File: src/rtl/riscv_pkg.sv
// Shared RV64 decode constants: opcodes, immediate formats and per-opcode register usage.
package riscv_pkg;

  localparam int XLEN = 64;

  localparam logic [6:0] OP_OP     = 7'b0110011;
  localparam logic [6:0] OP_OP_32  = 7'b0111011;
  localparam logic [6:0] OP_IMM    = 7'b0010011;
  localparam logic [6:0] OP_IMM_32 = 7'b0011011;
  localparam logic [6:0] OP_LOAD   = 7'b0000011;
  localparam logic [6:0] OP_JALR   = 7'b1100111;
  localparam logic [6:0] OP_STORE  = 7'b0100011;
  localparam logic [6:0] OP_BRANCH = 7'b1100011;
  localparam logic [6:0] OP_LUI    = 7'b0110111;
  localparam logic [6:0] OP_AUIPC  = 7'b0010111;
  localparam logic [6:0] OP_JAL    = 7'b1101111;

  typedef enum logic [2:0] {
    IMM_NONE,
    IMM_I,
    IMM_S,
    IMM_B,
    IMM_U,
    IMM_J
  } imm_fmt_e;

  typedef struct packed {
    logic     use_rs1;
    logic     use_rs2;
    logic     use_rd;
    logic     illegal;
    imm_fmt_e fmt;
  } dec_t;

  function automatic dec_t decode_op(input logic [6:0] op);
    dec_t d;
    d = '{use_rs1: 1'b0, use_rs2: 1'b0, use_rd: 1'b0, illegal: 1'b0, fmt: IMM_NONE};
    case (op)
      OP_OP, OP_OP_32:             d = '{1'b1, 1'b1, 1'b1, 1'b0, IMM_NONE};
      OP_IMM, OP_IMM_32, OP_LOAD,
      OP_JALR:                     d = '{1'b1, 1'b0, 1'b1, 1'b0, IMM_I};
      OP_STORE:                    d = '{1'b1, 1'b1, 1'b0, 1'b0, IMM_S};
      OP_BRANCH:                   d = '{1'b1, 1'b1, 1'b0, 1'b0, IMM_B};
      OP_LUI, OP_AUIPC:            d = '{1'b0, 1'b0, 1'b1, 1'b0, IMM_U};
      OP_JAL:                      d = '{1'b0, 1'b0, 1'b1, 1'b0, IMM_J};
      default:                     d = '{1'b0, 1'b0, 1'b0, 1'b1, IMM_NONE};
    endcase
    return d;
  endfunction

endpackage

File: src/rtl/imm_gen_64.sv
// Combinational immediate generator: sign-extends the RV immediate of the given format to 64 bits.
module imm_gen_64
  import riscv_pkg::*;
(
  input  logic [31:0] instr,
  input  imm_fmt_e    fmt,
  output logic [63:0] imm
);

  always_comb begin
    imm = '0;
    case (fmt)
      IMM_I:   imm = {{52{instr[31]}}, instr[31:20]};
      IMM_S:   imm = {{52{instr[31]}}, instr[31:25], instr[11:7]};
      IMM_B:   imm = {{51{instr[31]}}, instr[31], instr[7], instr[30:25], instr[11:8], 1'b0};
      IMM_U:   imm = {{32{instr[31]}}, instr[31:12], 12'b0};
      IMM_J:   imm = {{43{instr[31]}}, instr[31], instr[19:12], instr[20], instr[30:21], 1'b0};
      default: imm = '0;
    endcase
  end

endmodule

File: src/rtl/id_stage.sv
// Decode stage: single output register, register scoreboard for RAW/WAW interlock,
// same-cycle writeback bypass on operand capture.
module id_stage #(
  parameter int XLEN = riscv_pkg::XLEN
) (
  input  logic            clk,
  input  logic            reset,
  input  logic            in_valid,
  output logic            in_ready,
  input  logic [31:0]     in_instr,
  input  logic [XLEN-1:0] in_pc,
  output logic [4:0]      rd1_idx,
  output logic [4:0]      rd2_idx,
  input  logic [XLEN-1:0] rd1_data,
  input  logic [XLEN-1:0] rd2_data,
  input  logic            wb_valid,
  input  logic [4:0]      wb_idx,
  input  logic [XLEN-1:0] wb_data,
  input  logic            flush,
  output logic            out_valid,
  input  logic            out_ready,
  output logic [XLEN-1:0] out_pc,
  output logic [31:0]     out_instr,
  output logic [XLEN-1:0] out_rs1_val,
  output logic [XLEN-1:0] out_rs2_val,
  output logic [XLEN-1:0] out_imm,
  output logic [4:0]      out_rd,
  output logic            out_wr_en,
  output logic            out_illegal
);
  import riscv_pkg::*;

  logic [31:0]     sb;
  dec_t            dec;
  logic [4:0]      rs1, rs2, rd;
  logic [XLEN-1:0] imm, rs1_val, rs2_val;
  logic [31:0]     clr_mask, set_mask, busy;
  logic            wb_clr, hazard, accept, wr_en;

  assign rs1     = in_instr[19:15];
  assign rs2     = in_instr[24:20];
  assign rd      = in_instr[11:7];
  assign rd1_idx = rs1;
  assign rd2_idx = rs2;
  assign dec     = decode_op(in_instr[6:0]);

  imm_gen_64 u_imm_gen (
    .instr (in_instr),
    .fmt   (dec.fmt),
    .imm   (imm)
  );

  // A bit being retired by writeback this cycle no longer blocks issue.
  assign wb_clr   = wb_valid && (wb_idx != 5'd0);
  assign clr_mask = wb_clr ? (32'd1 << wb_idx) : 32'd0;
  assign busy     = sb & ~clr_mask;
  assign hazard   = (dec.use_rs1 && busy[rs1]) ||
                    (dec.use_rs2 && busy[rs2]) ||
                    (dec.use_rd  && busy[rd]);

  assign in_ready = (!out_valid || out_ready) && !hazard && !flush && !reset;
  assign accept   = in_valid && in_ready;
  assign wr_en    = dec.use_rd && (rd != 5'd0);
  assign set_mask = (accept && wr_en) ? (32'd1 << rd) : 32'd0;

  assign rs1_val = (!dec.use_rs1 || rs1 == 5'd0) ? '0 :
                   (wb_clr && wb_idx == rs1)     ? wb_data : rd1_data;
  assign rs2_val = (!dec.use_rs2 || rs2 == 5'd0) ? '0 :
                   (wb_clr && wb_idx == rs2)     ? wb_data : rd2_data;

  always_ff @(posedge clk or posedge reset) begin
    if (reset) begin
      sb          <= '0;
      out_valid   <= 1'b0;
      out_pc      <= '0;
      out_instr   <= '0;
      out_rs1_val <= '0;
      out_rs2_val <= '0;
      out_imm     <= '0;
      out_rd      <= '0;
      out_wr_en   <= 1'b0;
      out_illegal <= 1'b0;
    end else if (flush) begin
      sb        <= '0;
      out_valid <= 1'b0;
    end else begin
      // OR-ing the set mask last lets a same-index accept win over a writeback clear.
      sb <= (sb & ~clr_mask) | set_mask;
      if (accept) begin
        out_valid   <= 1'b1;
        out_pc      <= in_pc;
        out_instr   <= in_instr;
        out_rs1_val <= rs1_val;
        out_rs2_val <= rs2_val;
        out_imm     <= imm;
        out_rd      <= dec.use_rd ? rd : 5'd0;
        out_wr_en   <= wr_en;
        out_illegal <= dec.illegal;
      end else if (out_ready) begin
        out_valid <= 1'b0;
      end
    end
  end

endmodule

File: config.mk
export PLATFORM = sky130hd
export DESIGN_NAME = id_stage
export DESIGN_NICKNAME = d
export VERILOG_FILES = /design/src/rtl/riscv_pkg.sv /design/src/rtl/imm_gen_64.sv /design/src/rtl/id_stage.sv
export SDC_FILE = /design/constraint.sdc
export NUM_CORES = 1
export LEC_CHECK = 0
export ABC_AREA = 1
export BUFFER_PORTS_ARGS = -buffer_cell sky130_fd_sc_hd__buf_2
export CAP_MARGIN = 20
export CORE_AREA = 2 2 239 241
export CTS_CLUSTER_SIZE = 12
export DETAILED_ROUTE_END_ITERATION = 8
export DIE_AREA = 0 0 241 243
export SLEW_MARGIN = 10
export SYNTH_ARGS = -nofsm -noshare
export SYNTH_HDL_FRONTEND = slang
export SYNTH_SLANG_ARGS = --single-unit
File: constraint.sdc
create_clock -name clk -period 9.3 [get_ports clk]
set_input_delay 0.465 -clock clk [delete_from_list [all_inputs] [get_ports clk]]
set_output_delay 0.465 -clock clk [all_outputs]
set_load 0.02 [all_outputs]
=== Word-level counts from Yosys, hierarchy flattened ===
Cells that the tools add are included.

* Bits in registers: 328
* Input port bits: 299
* Output and inout port bits: 307

* Magnitude comparators: 3
* Equal/unequal tests: 18
* Shift-type cells: 2
* Muxes and demuxes: 19
* Bitwise operators: 4
* Reduce and logical (&&, ||, !) cells: 32

{| class="wikitable"
|+ Operators with widths
! kind !! number
|-
| $pmux 64 s5 || 1
|-
| $mux 64 || 4
|-
| $mux 32 || 3
|-
| $shl 1x5->32 const A || 2
|-
| $pmux 7 s6 || 1
|-
| $and 32x32->32 || 1
|-
| $not 32->32 || 1
|-
| $or 32x32->32 || 1
|-
| $eq 7x6->1 const B || 4
|-
| $eq 7x5->1 const B || 3
|-
| $eq 7x7->1 const B || 3
|-
| $lt 5x6->1 const B || 3
|-
| $bmux 1 s5 || 3
|-
| $logic_and 1x1->1 || 12
|-
| $eq 5x5->1 || 2
|-
| $logic_not 5->1 || 2
|-
| $reduce_bool 5->1 || 2
|-
| $eq 7x2->1 const B || 1
|-
| $eq 3x2->1 const B || 2
|-
| $eq 3x3->1 const B || 2
|-
| $logic_not 1->1 || 6
|-
| $mux 1 || 6
|-
| $logic_or 1x1->1 || 5
|-
| $mux 5 || 1
|-
| 6 further kinds || 7
|}

=== Longest topological paths before layout ===
Gate-level depths: netlist of run 1.

* Depth after elaboration: 19
* Mapped depth: 21
* Mapped depth without buffers: 18

=== Modules after synthesis ===
A second synthesis of run 1 with hierarchy kept.

* Cell total of the unflattened synthesis: 2330
* Area, all modules: 16758.6 um^2

{| class="wikitable"
|+ By module, submodules not included
! module !! times used !! cells an instance !! area an instance (um^2) !! sequential area each (um^2)
|-
| id_stage || 1 || 2206 || 16062.9 || 8207.9
|-
| imm_gen_64 || 1 || 124 || 695.7 || 0.0
|}

=== Worst setup path before layout of run 1 ===
No wires, ideal clock.

* Path kind: input -> output
* From: input in_instr[4]
* To: output in_ready
* Arrival time: 2297 ps
* Data required time: 8835 ps
* Setup slack: 6538 ps
* Stages on the path: 15
* Buffers on the path: 2
* Cells stage by stage: inv_2 > nand2_1 > nor2_1 > nand3_1 > nand2_1 > clkinv_1 > ha_1 > nor2_2 > inv_1 > nand2_1 > nand2_1 > nand3_2 > nor2_4 > buf_4 > buf_4

* Cells in the longest elaborated chain, start to end: 10

{| class="wikitable"
|+ Ends and longest elaborated chain
! element !! RTL line !! RTL
|-
| start: declaration || id_stage.sv:10 || <nowiki>input logic [31:0] in_instr,</nowiki>
|-
| $eq 7x5->1 (tied with other cells) || riscv_pkg.sv:38 || <nowiki>case (op)</nowiki>
|-
| $reduce_or 4->1 or $reduce_or 2->1 (tied branches) || riscv_pkg.sv:38 ||
|-
| $pmux 7 s6 (*) || riscv_pkg.sv:38 ||
|-
| $logic_and 1x1->1, on equally long branches || id_stage.sv:57, id_stage.sv:58 ||
|-
| $logic_or 1x1->1 || id_stage.sv:57 || <nowiki>assign hazard = (dec.use_rs1 && busy[rs1]) ||</nowiki>
|-
| $logic_or 1x1->1 (*) || id_stage.sv:58 || <nowiki>(dec.use_rs2 && busy[rs2]) ||</nowiki>
|-
| $logic_not 1->1 (*) || id_stage.sv:61 || <nowiki>assign in_ready = (!out_valid || out_ready) && !hazard && !flush && !reset;</nowiki>
|-
| $logic_and 1x1->1 (*) (3 in series) || id_stage.sv:61 ||
|-
| end: declaration || id_stage.sv:9 || <nowiki>output logic in_ready,</nowiki>
|}

Mark *: on every way between the ends. The rest lies on a longest branch, timed or not.

=== Final worst setup path of run 1 ===
* From: input in_instr[20]
* To: output in_ready

* Cells in the longest elaborated chain, start to end: 9

{| class="wikitable"
|+ Ends and longest elaborated chain
! element !! RTL line
|-
| $bmux 1 s5 || id_stage.sv:58
|-
| $mux 1 (implied by the code) || id_stage.sv:58
|-
| $logic_and 1x1->1 || id_stage.sv:58
|-
| $logic_or 1x1->1 || id_stage.sv:57
|-
| $logic_or 1x1->1 || id_stage.sv:58
|-
| $logic_not 1->1 || id_stage.sv:61
|-
| $logic_and 1x1->1 (3 in series) || id_stage.sv:61
|}

Every way passes these cells. The select of a mux whose other input is x is not followed.

==> results of run 1 <==
## registers in the layout, indices dropped and copies added, names as in the netlist
signal       cells
out_illegal      1
out_imm         32
out_instr       32
out_pc          64
out_rd           5
out_rs1_val     64
out_rs2_val     64
out_valid        1
out_wr_en        1
sb              32
## per-stage QoR
stage | worst slack (ns) | area [sq um] | utilization, % | std cells | hold slack [ns]
3_5_place_dp | 4.45 | 19300 | 34.5 | 3386 | 0.453
3_3_place_gp | 4.55 | 19300 | 34.5 | 3386 | 0.449
6_report | 4.96 | 20600 | 36.9 | 3466 | -0.0390
5_1_grt | 4.70 | 20600 | 36.9 | 3466 | 0.0171
2_1_floorplan | 0.659 | 16300 | - | 2189 | 0.467
4_1_cts | 5.03 | 20600 | 36.8 | 3451 | 0.0271
## Yosys cell counts, drive strengths merged
master   instances  area, sq um
a21boi           2         15.0
a21oi           54          270
a22oi            3         22.5
a31oi            2         12.5
a32oi            1         8.76
buf            114          880
clkbuf          64          240
clkinv           1         3.75
dfrtp          296         7410
ha               1         12.5
inv            257          965
nand2          493         1860
nand3          138          706
nand4           43          269
nor2           334         1280
nor3             5         25.0
nor4             3         18.8
o2111ai          1         8.76
o211ai           5         37.5
o21ai          355         2090
o22ai            5         31.3
o311ai           1         8.76
o31ai            2         15.0
or2              1         6.26
xor2             8         70.1
## how the worst max path moves through the flow
stage,from,to,slack (ns),depth (start not counted)
floorplan,reset,out_illegal,0.66,1
CTS,in_instr[1],out_imm[3],5.03,17
global route,in_instr[20],in_ready,4.70,16
finish,in_instr[20],in_ready,4.96,16
detailed placement,in_instr[1],out_imm[3],4.45,17
global placement,in_instr[1],out_imm[3],4.55,17
## cells by family (layout without fill, tap and decap cells)
family                     after synthesis  after routing  synth area share (%)
and+or+nand+nor                       1017           1017                  25.6
buffers and inverters                  436            943                  12.8
AOI/OAI and AO/OA                      431            431                  15.5
DFF                                    296            296                  45.5
xor gates and xnor gates                 8              8                 0.431
adders and majority gates                1              1                0.0769
other                                    0             14                     0
## power by group through the flow
stage / combinational, mW / sequential, mW / clock (mW)
final: 0.617 / 1.43 / 1.51
after global routing: 0.677 / 1.44 / 1.60
after CTS: 0.623 / 1.43 / 1.55
after detailed placement: 0.621 / 1.45 / 0
after global placement: 0.620 / 1.45 / 0
after floorplan: 0.253 / 1.56 / 0
## final cells by class
class / count / area (sq um)
flip-flops and latches: 296 / 7410
clock inverters: 14 / 191
fillers: 6108 / 35300
clock buffers: 51 / 1060
repair buffers: 620 / 3190
diodes: 14 / 35.0
multi-input cells: 1457 / 6820
inverters: 258 / 976
well taps: 756 / 946
## worst max-delay path, stage by stage
cell and delay, ns:
buf_2 0.29, inv_1 0.37, nor2_1 0.49, nand2_1 0.10
nand2_1 0.07, nor2_1 0.04, nand2_1 0.06, nand3_1 0.10
nand3_1 0.09, nand2_1 0.05, nand2_1 0.06, nand3_2 0.08
nor2_4 0.16, buf_4 0.43, buf_4 0.65, buf_2 0.29
## layer usage
layer  vias to the layer above  track usage, %
li1                       7915               -
met1                      7536            27.0
met2                       622            32.8
met3                       127            4.39
met4                         2            9.42
met5                         -               0
==> flow_metrics.tcl, run 1 <==
set metrics [dict create \
    finalWirelength_mm 62.7 \
    cts.sinks 296 \
    hp-class "input port to asynchronous set/reset pin" \
    whs_ns -0.0390 \
    cp_max_fo 69 \
    finalSetupViolCount 0 \
    gp_congestion 0.934 \
    ys.warnings.count 0 \
    hold_viol_final 8 \
    period_needed_ns 4.34 \
    wl_per_cell_microns 18.1 \
    clockRootBuffer "clkbuf_16" \
    clock_path_buffers 3 \
    portBuffers 605 \
    required_ns 8.84 \
    drt_iter0_markers 1317 \
    maxSlewViolCount 0 \
    synth_nets 2489 \
    r2r_start "sb[23]" \
    highest_layer "met5" \
    ioPinCount 606 \
    core_area_sq_um 56000 \
    power_mw 3.55 \
    drt-met1-wl_mm 26.1 \
    grt_start_max_net_pins 191 \
    arrival_ns 3.88 \
    ys_seq_area_share_pct 45.5 \
    crit_type "input port to output pin" \
    post_cts_buffers 0 \
    finClkSkew_ns 0.0290 \
    relSlewSlack_pct 30.7 \
    syn_area_sq_um 16300 \
    period_share_pct 46.7 \
    cts_resized 0 \
    power.leakage_nw 11.2 \
    pwr-share-seq_pct 40.2 \
    clk_pin_slew_worst_paths_ns 0.06 \
    chipHeight_microns 243 \
    fin_nets 2970 \
    syn_area_per_cell_sq_um 7.43 \
    met2WireLength_mm 29.2 \
    wl_met3_mm 4.89 \
    violations "negative hold slack" \
    postRouteAntennaNets 0 \
    clkPwrFrac_pct 42.4 \
    grt_pass1_vias 15280 \
    overflow 0 \
    rows 87 \
    ir_drop_v 0.0000988 \
    ys_types 38 \
    die_w_microns 241 \
    pwr-share-comb_pct 17.4 \
    drive_above_1_share_pct 29.5 \
    antenna_found_initial 15 \
    layout_common_cells "604 x buf_2, 489 x nand2_1, 329 x nor2_1" \
    syn_inst 2189 \
    grt_first_pass_wirelength_mm 93.1 \
    vias_per_cell 4.67 \
    layout_commonest_cell "buf_2" \
    rsz0062_at_grt "false" \
    swShare_pct 30.1 \
    ctsHoldBuffers 0 \
    cts_tree "done" \
    power_switching_mw 1.07 \
    pwr_density_cell_nw_per_um2 172 \
    cts_made_buffers 37 \
    tightest_slew_ns 1.04 \
    dr.pass1.iters 6 \
    endpoint_kind "output pin" \
    reg2reg_depth 11 \
    dpl.hpwl_mm 44.2 \
    reg2reg_slack_ns 5.95 \
    route.detailed.drc 0 \
    grtUsageTotal_pct 20.7 \
    start_util_pct 29.1 \
    num_vias 16202 \
    regToRegEndpoint "out_rs2_val[12]" \
    clk_latency_ns 0.56 \
    p_int_mw 2.48 \
    htree_levels 2 \
    area_growth_pct 26.8 \
    tns_ns 0 \
    start_kind "input port" \
    status "finished with violations" \
    synth_seq_cells 296 \
    drv_cap 0 \
    dieArea_sq_um 58600 \
    max_freq_mhz 230 \
]
Note: power is estimated with default switching activity, not from simulation.
==> inputs of run 2 (changes only) <==
==> constraint.sdc (replaced) <==
create_clock -name clk -period 4.3 [get_ports clk]
set_input_delay 0.215 -clock clk [delete_from_list [all_inputs] [get_ports clk]]
set_output_delay 0.215 -clock clk [all_outputs]
set_load 0.02 [all_outputs]
==> flow_metrics.tcl, run 2 (synthesis gave the netlist of run 1 again) <==
set metrics [dict create \
    finClkSkew_ns 0.0387 \
    grtUsageTotal_pct 21.3 \
    postRouteAntennaNets 0 \
    cts.sinks 296 \
    antenna_found_initial 6 \
    cpMostUsedCell "nand2_1" \
    grt_first_pass_wirelength_mm 96.6 \
    htree_levels 2 \
    layout_commonest_cell "buf_2" \
    fin_nets 3069 \
    vias_per_cell 4.74 \
    pwr_density_cell_nw_per_um2 366 \
    cp_cell_sequence "dlygate4sd3_1 > buf_2 > nand2_1 > nor2_1 > nand3_1 > nand2_1 > clkinv_1 > ha_1 > nand3_1 > o21ai_1 > a21oi_1 > nand2_1 > nand3_2 > nor2_4 > buf_12 > buf_2" \
    cp_top_family "buffers and inverters" \
    drv_cap 0 \
    hp-class "input port to register" \
    clkPwrFrac_pct 43.3 \
    maxSlewViolCount 0 \
    rows 87 \
    arrival_ns 3.43 \
    whs_ns 0.0374 \
    period_needed_ns 3.64 \
    portBuffers 605 \
    start_util_pct 29.1 \
    rsz0062_at_grt "false" \
    dieArea_sq_um 58600 \
    swShare_pct 29.7 \
    die_w_microns 241 \
    crit_slowest_cell "dlygate4sd3_1" \
    power.leakage_nw 11.7 \
    cp_max_fo 85 \
    endpoint_kind "output pin" \
    layout_common_cells "604 x buf_2, 489 x nand2_1, 329 x nor2_1" \
    dr.pass1.iters 7 \
    ir_drop_v 0.000202 \
    overflow 0 \
    cts_resized 0 \
    clock_path_buffers 3 \
    grt_start_max_net_pins 156 \
    fill_cells 5900 \
    p_int_mw 5.60 \
    core_area_sq_um 56000 \
    drt_iter0_markers 1426 \
    critPathBufInv 5 \
    tightest_slew_ns 1.01 \
    finalSetupViolCount 0 \
    chipHeight_microns 243 \
    wl_per_cell_microns 17.9 \
    reg2reg_slack_ns 1.76 \
    cpPeakStageDelay_ns 0.55 \
    route.detailed.drc 0 \
    dpl.hpwl_mm 45.3 \
    finalWirelength_mm 63.9 \
    num_vias 16873 \
    relSlewSlack_pct 32.2 \
    gp_congestion 0.949 \
    required_ns 4.09 \
    clockRootBuffer "clkbuf_16" \
    hold_viol_final 0 \
    status "completed" \
    clk_pin_slew_worst_paths_ns 0.05 \
    crit_type "input port to output pin" \
    grt_pass1_vias 16227 \
    clk_latency_ns 0.57 \
    pwr-share-comb_pct 17.9 \
    period_share_pct 84.7 \
    pwr-share-seq_pct 38.8 \
    start_kind "input port" \
    max_freq_mhz 274 \
    area_growth_pct 33.6 \
    power_switching_mw 2.37 \
    ioPinCount 606 \
    cts_tree "done" \
    cts_made_buffers 38 \
    reg.largest.list "out_pc (64), out_rs1_val (64), out_rs2_val (64)" \
    drive_above_1_share_pct 29.1 \
    tns_ns 0 \
]
run 2: cell types whose count changed in the layout (fill, tap and decap cells not counted), sizes merged:
cell         before  now
buf             620  635
bufinv            4    6
clkbuf           51   52
clkinv            8   11
diode            14    6
dlygate4sd3       0   83
inv             259  258
run 2: through the flow:
step | utilization (%) | area, sq um | total power, mW | setup slack (ns) | instances
after floorplan | - | 16300 | 3.93 | 0.154 | 2189
after global placement | 34.9 | 19500 | 4.49 | 1.01 | 3401
after detailed placement | 34.9 | 19500 | 4.49 | 0.922 | 3401
after CTS | 38.8 | 21700 | 8.04 | 0.719 | 3554
after global routing | 38.9 | 21700 | 8.31 | 0.344 | 3561
final | 38.9 | 21700 | 7.96 | 0.656 | 3561
run 2: repair_timing:
| action | CTS | global route |
|---|---|---|
| hold buffers | 83 | 0 |
| setup buffers | 0 | 0 |
| endpoints found under the hold margin | 115 | 0 |
run 2: final timing paths:
kind | start | end | depth (start not counted)
hold reg to reg | out_pc[8] | out_pc[8] | 2
setup reg to reg | sb[6] | out_instr[24] | 17
min in group asynchronous | reset | out_imm[5] | 3
setup / recovery | in_instr[1] | in_ready | 16
hold / removal | in_instr[6] | out_instr[6] | 3
max in group asynchronous | reset | out_rs2_val[50] | 4
run 2: area by class of cell:
class	instances	area, sq um	share of cell area, %
sequential	296	7410	34.1
multi-input combinational	1457	6820	31.4
timing repair buffer	718	4230	19.5
clock buffer	52	1080	4.98
inverter	258	972	4.47
tap	756	946	4.35
clock inverter	18	263	1.21
antenna	6	15.0	0.0691
run 2: power groups by stage:
| stage | logic [mW] | clock network, mW | registers, mW |
|---|---|---|---|
| 5_1_grt | 1.55 | 3.65 | 3.12 |
| 2_1_floorplan | 0.547 | 0 | 3.38 |
| 3_5_place_dp | 1.36 | 0 | 3.14 |
| 6_report | 1.42 | 3.45 | 3.09 |
| 3_3_place_gp | 1.35 | 0 | 3.14 |
| 4_1_cts | 1.42 | 3.53 | 3.09 |
run 2: routing by layer:
layer / vias to the layer above / GRT usage (%) / wire length, microns / share of wire (%)
met4: 0 / 10.0 / 2990 / 4.7
li1: 8090 / - / - / -
met2: 780 / 34.4 / 30100 / 47
met3: 163 / 4.13 / 4810 / 7.5
met5: - / 0 / 0 / 0
met1: 7840 / 27.3 / 26000 / 41
run 2: tightest hold or removal path: cells and delay by family:
family,cells,cell delay [ns]
compound gates,1,0.14
buf+inv,2,0.18
==> inputs of run 3 (changes only) <==
==> constraint.sdc (replaced) <==
create_clock -name clk -period 3.55 [get_ports clk]
set_input_delay 0.1775 -clock clk [delete_from_list [all_inputs] [get_ports clk]]
set_output_delay 0.1775 -clock clk [all_outputs]
set_load 0.02 [all_outputs]
==> flow_metrics.tcl, run 3 (synthesis gave the netlist of run 1 again) <==
set metrics [dict create \
    status "completed" \
    final_cells 3576 \
    pwr-share-seq_pct 39.7 \
    clock_path_buffers 3 \
    clkPwrFrac_pct 41.9 \
    utilization_pct 39.1 \
    wl_per_cell_microns 18.2 \
    gp_congestion 0.970 \
    endpoint_kind "output pin" \
    drv_cap 0 \
    ir_drop_v 0.000263 \
    vias_per_cell 4.72 \
    grt_use_met2_pct 35.4 \
    hp-class "input port to register" \
    core_area_sq_um 56000 \
    max_freq_mhz 304 \
    drt_iter0_markers 1371 \
    maxSlewViolCount 0 \
    min_to "out_rs2_val[57]" \
    post_cts_buffers 0 \
    reg2reg_depth 13 \
    rsz0062_at_grt "false" \
    clk_pin_slew_worst_paths_ns 0.06 \
    crit_slowest_cell "dlygate4sd3_1" \
    finalSetupViolCount 0 \
    cts_tree "done" \
    ioPinCount 606 \
    die_w_microns 241 \
    portBuffers 605 \
    cts.sinks 296 \
    cp_cell_sequence "dlygate4sd3_1 > buf_2 > inv_1 > nand2_1 > inv_1 > nand2_1 > nand3_1 > nand2_1 > nand3_1 > a21oi_1 > nand2_1 > nand3_2 > nor2_4 > clkbuf_16 > buf_2" \
    start_util_pct 29.1 \
    tightest_slew_ns 0.914 \
    regToRegEndpoint "out_rs2_val[38]" \
    grt.busiest_layer "met2" \
    cpPeakStageDelay_ns 0.54 \
    chipHeight_microns 243 \
    finalWirelength_mm 65.1 \
    use_met3_pct 3.01 \
    layout_common_cells "604 x buf_2, 489 x nand2_1, 329 x nor2_1" \
    dieArea_sq_um 58600 \
    finClkSkew_ns 0.0223 \
    p_int_mw 6.61 \
    grt_start_max_net_pins 119 \
    clk_latency_ns 0.56 \
    dpl.hpwl_mm 46.2 \
    swShare_pct 30.1 \
    route.detailed.drc 0 \
    drive_above_1_share_pct 29.3 \
    arrival_ns 3.11 \
    dp_cells 3415 \
    preCtsSetupSlack_ns 0.433 \
    rows 87 \
    grt_pass1_vias 16373 \
    reg2reg_slack_ns 0.92 \
    setup_slack_ns 0.263 \
    critPathBufInv 6 \
    r2r_start "sb[1]" \
    period_needed_ns 3.29 \
    met1_usage_pct 27.9 \
    dr.pass1.iters 5 \
    cts_made_buffers 38 \
    cpMostUsedCell "nand2_1" \
    htree_levels 2 \
    start_kind "input port" \
    crit_type "input port to output pin" \
    period_share_pct 92.6 \
    hold_depth 5 \
    relSlewSlack_pct 38.8 \
    postRouteAntennaNets 0 \
    required_ns 3.37 \
    pwr-share-comb_pct 18.4 \
    area_growth_pct 34.3 \
    hold_viol_final 0 \
    cp_max_fo 52 \
    clockRootBuffer "clkbuf_16" \
    antenna_found_initial 9 \
    min-delay-start "rd2_data[57]" \
    fin_nets 3086 \
    num_vias 16873 \
    reg.largest.list "out_pc (64), out_rs1_val (64), out_rs2_val (64)" \
    power_switching_mw 2.84 \
    pwr_density_cell_nw_per_um2 432 \
    overflow 0 \
    power.leakage_nw 11.7 \
    power_mw 9.45 \
    grt_first_pass_wirelength_mm 97.4 \
    grtUsageTotal_pct 21.5 \
    layout_commonest_cell "buf_2" \
    cp_top_family "buffers and inverters" \
]
run 3: cell count changes in the layout (fill, tap and decap cells not counted), sizes merged:
cell,delta
buf,+13
bufinv,-3
clkbuf,+3
clkinv,-5
clkinvlp,+1
diode,+3
dlygate4sd3,+3
run 3: tightest hold or removal path, delay by kind of cell:
family,cells,cell delay (ns)
buffers and inverters,2,0.14
AOI/OAI and AO/OA,2,0.19
and+or+nand+nor,1,0.03
run 3: cell type report:
type,instances,area (sq um)
flip-flops and latches,296,7410
repair buffers,735,4410
clock buffers,54,1110
fillers,5923,34100
clock inverters,11,159
inverters,258,972
multi-input cells,1457,6830
diodes,9,22.5
well taps,756,946
run 3: power groups by stage:
stage	sequential [mW]	combinational [mW]	clock, mW
after floorplan	4.10	0.663	0
after global placement	3.80	1.65	0
after detailed placement	3.80	1.66	0
after CTS	3.75	1.74	4.08
after global routing	3.78	1.89	4.20
final	3.75	1.74	3.96
run 3: worst max path at each step:
stage | from | end | slack [ns] | cells after the start
after global placement | in_instr[1] | out_rs2_val[12] | 0.48 | 16
after global routing | in_instr[4] | in_ready | 0.04 | 17
after floorplan | reset | out_illegal | -0.56 | 1
after detailed placement | in_instr[1] | out_rs1_val[48] | 0.43 | 17
after CTS | in_instr[1] | in_ready | 0.15 | 15
final | in_instr[7] | in_ready | 0.26 | 15
run 3: metrics by stage:
stage                     setup TNS, ns  cell area, sq um  hold slack (ns)
after floorplan                 -165.35             16300            0.264
after global placement                0             19700            0.346
after detailed placement              0             19700            0.341
after CTS                             0             21800          0.00137
after global routing                  0             21900           0.0258
final                                 0             21900           0.0324
run 3: routing by layer:
| layer | up-vias | share of wire (%) |
|---|---|---|
| met1 | 7876 | 41 |
| met2 | 707 | 48 |
| met4 | 0 | 4.3 |
| met5 | - | 0 |
| met3 | 157 | 6.5 |
| li1 | 8133 | - |
run 3: repair_timing:
item / 4_1_cts / 5_1_grt
gates resized for setup: 0 / 3
hold endpoints to repair: 118 / 0
hold buffers: 86 / 0
endpoints found under the setup margin: 0 / 1
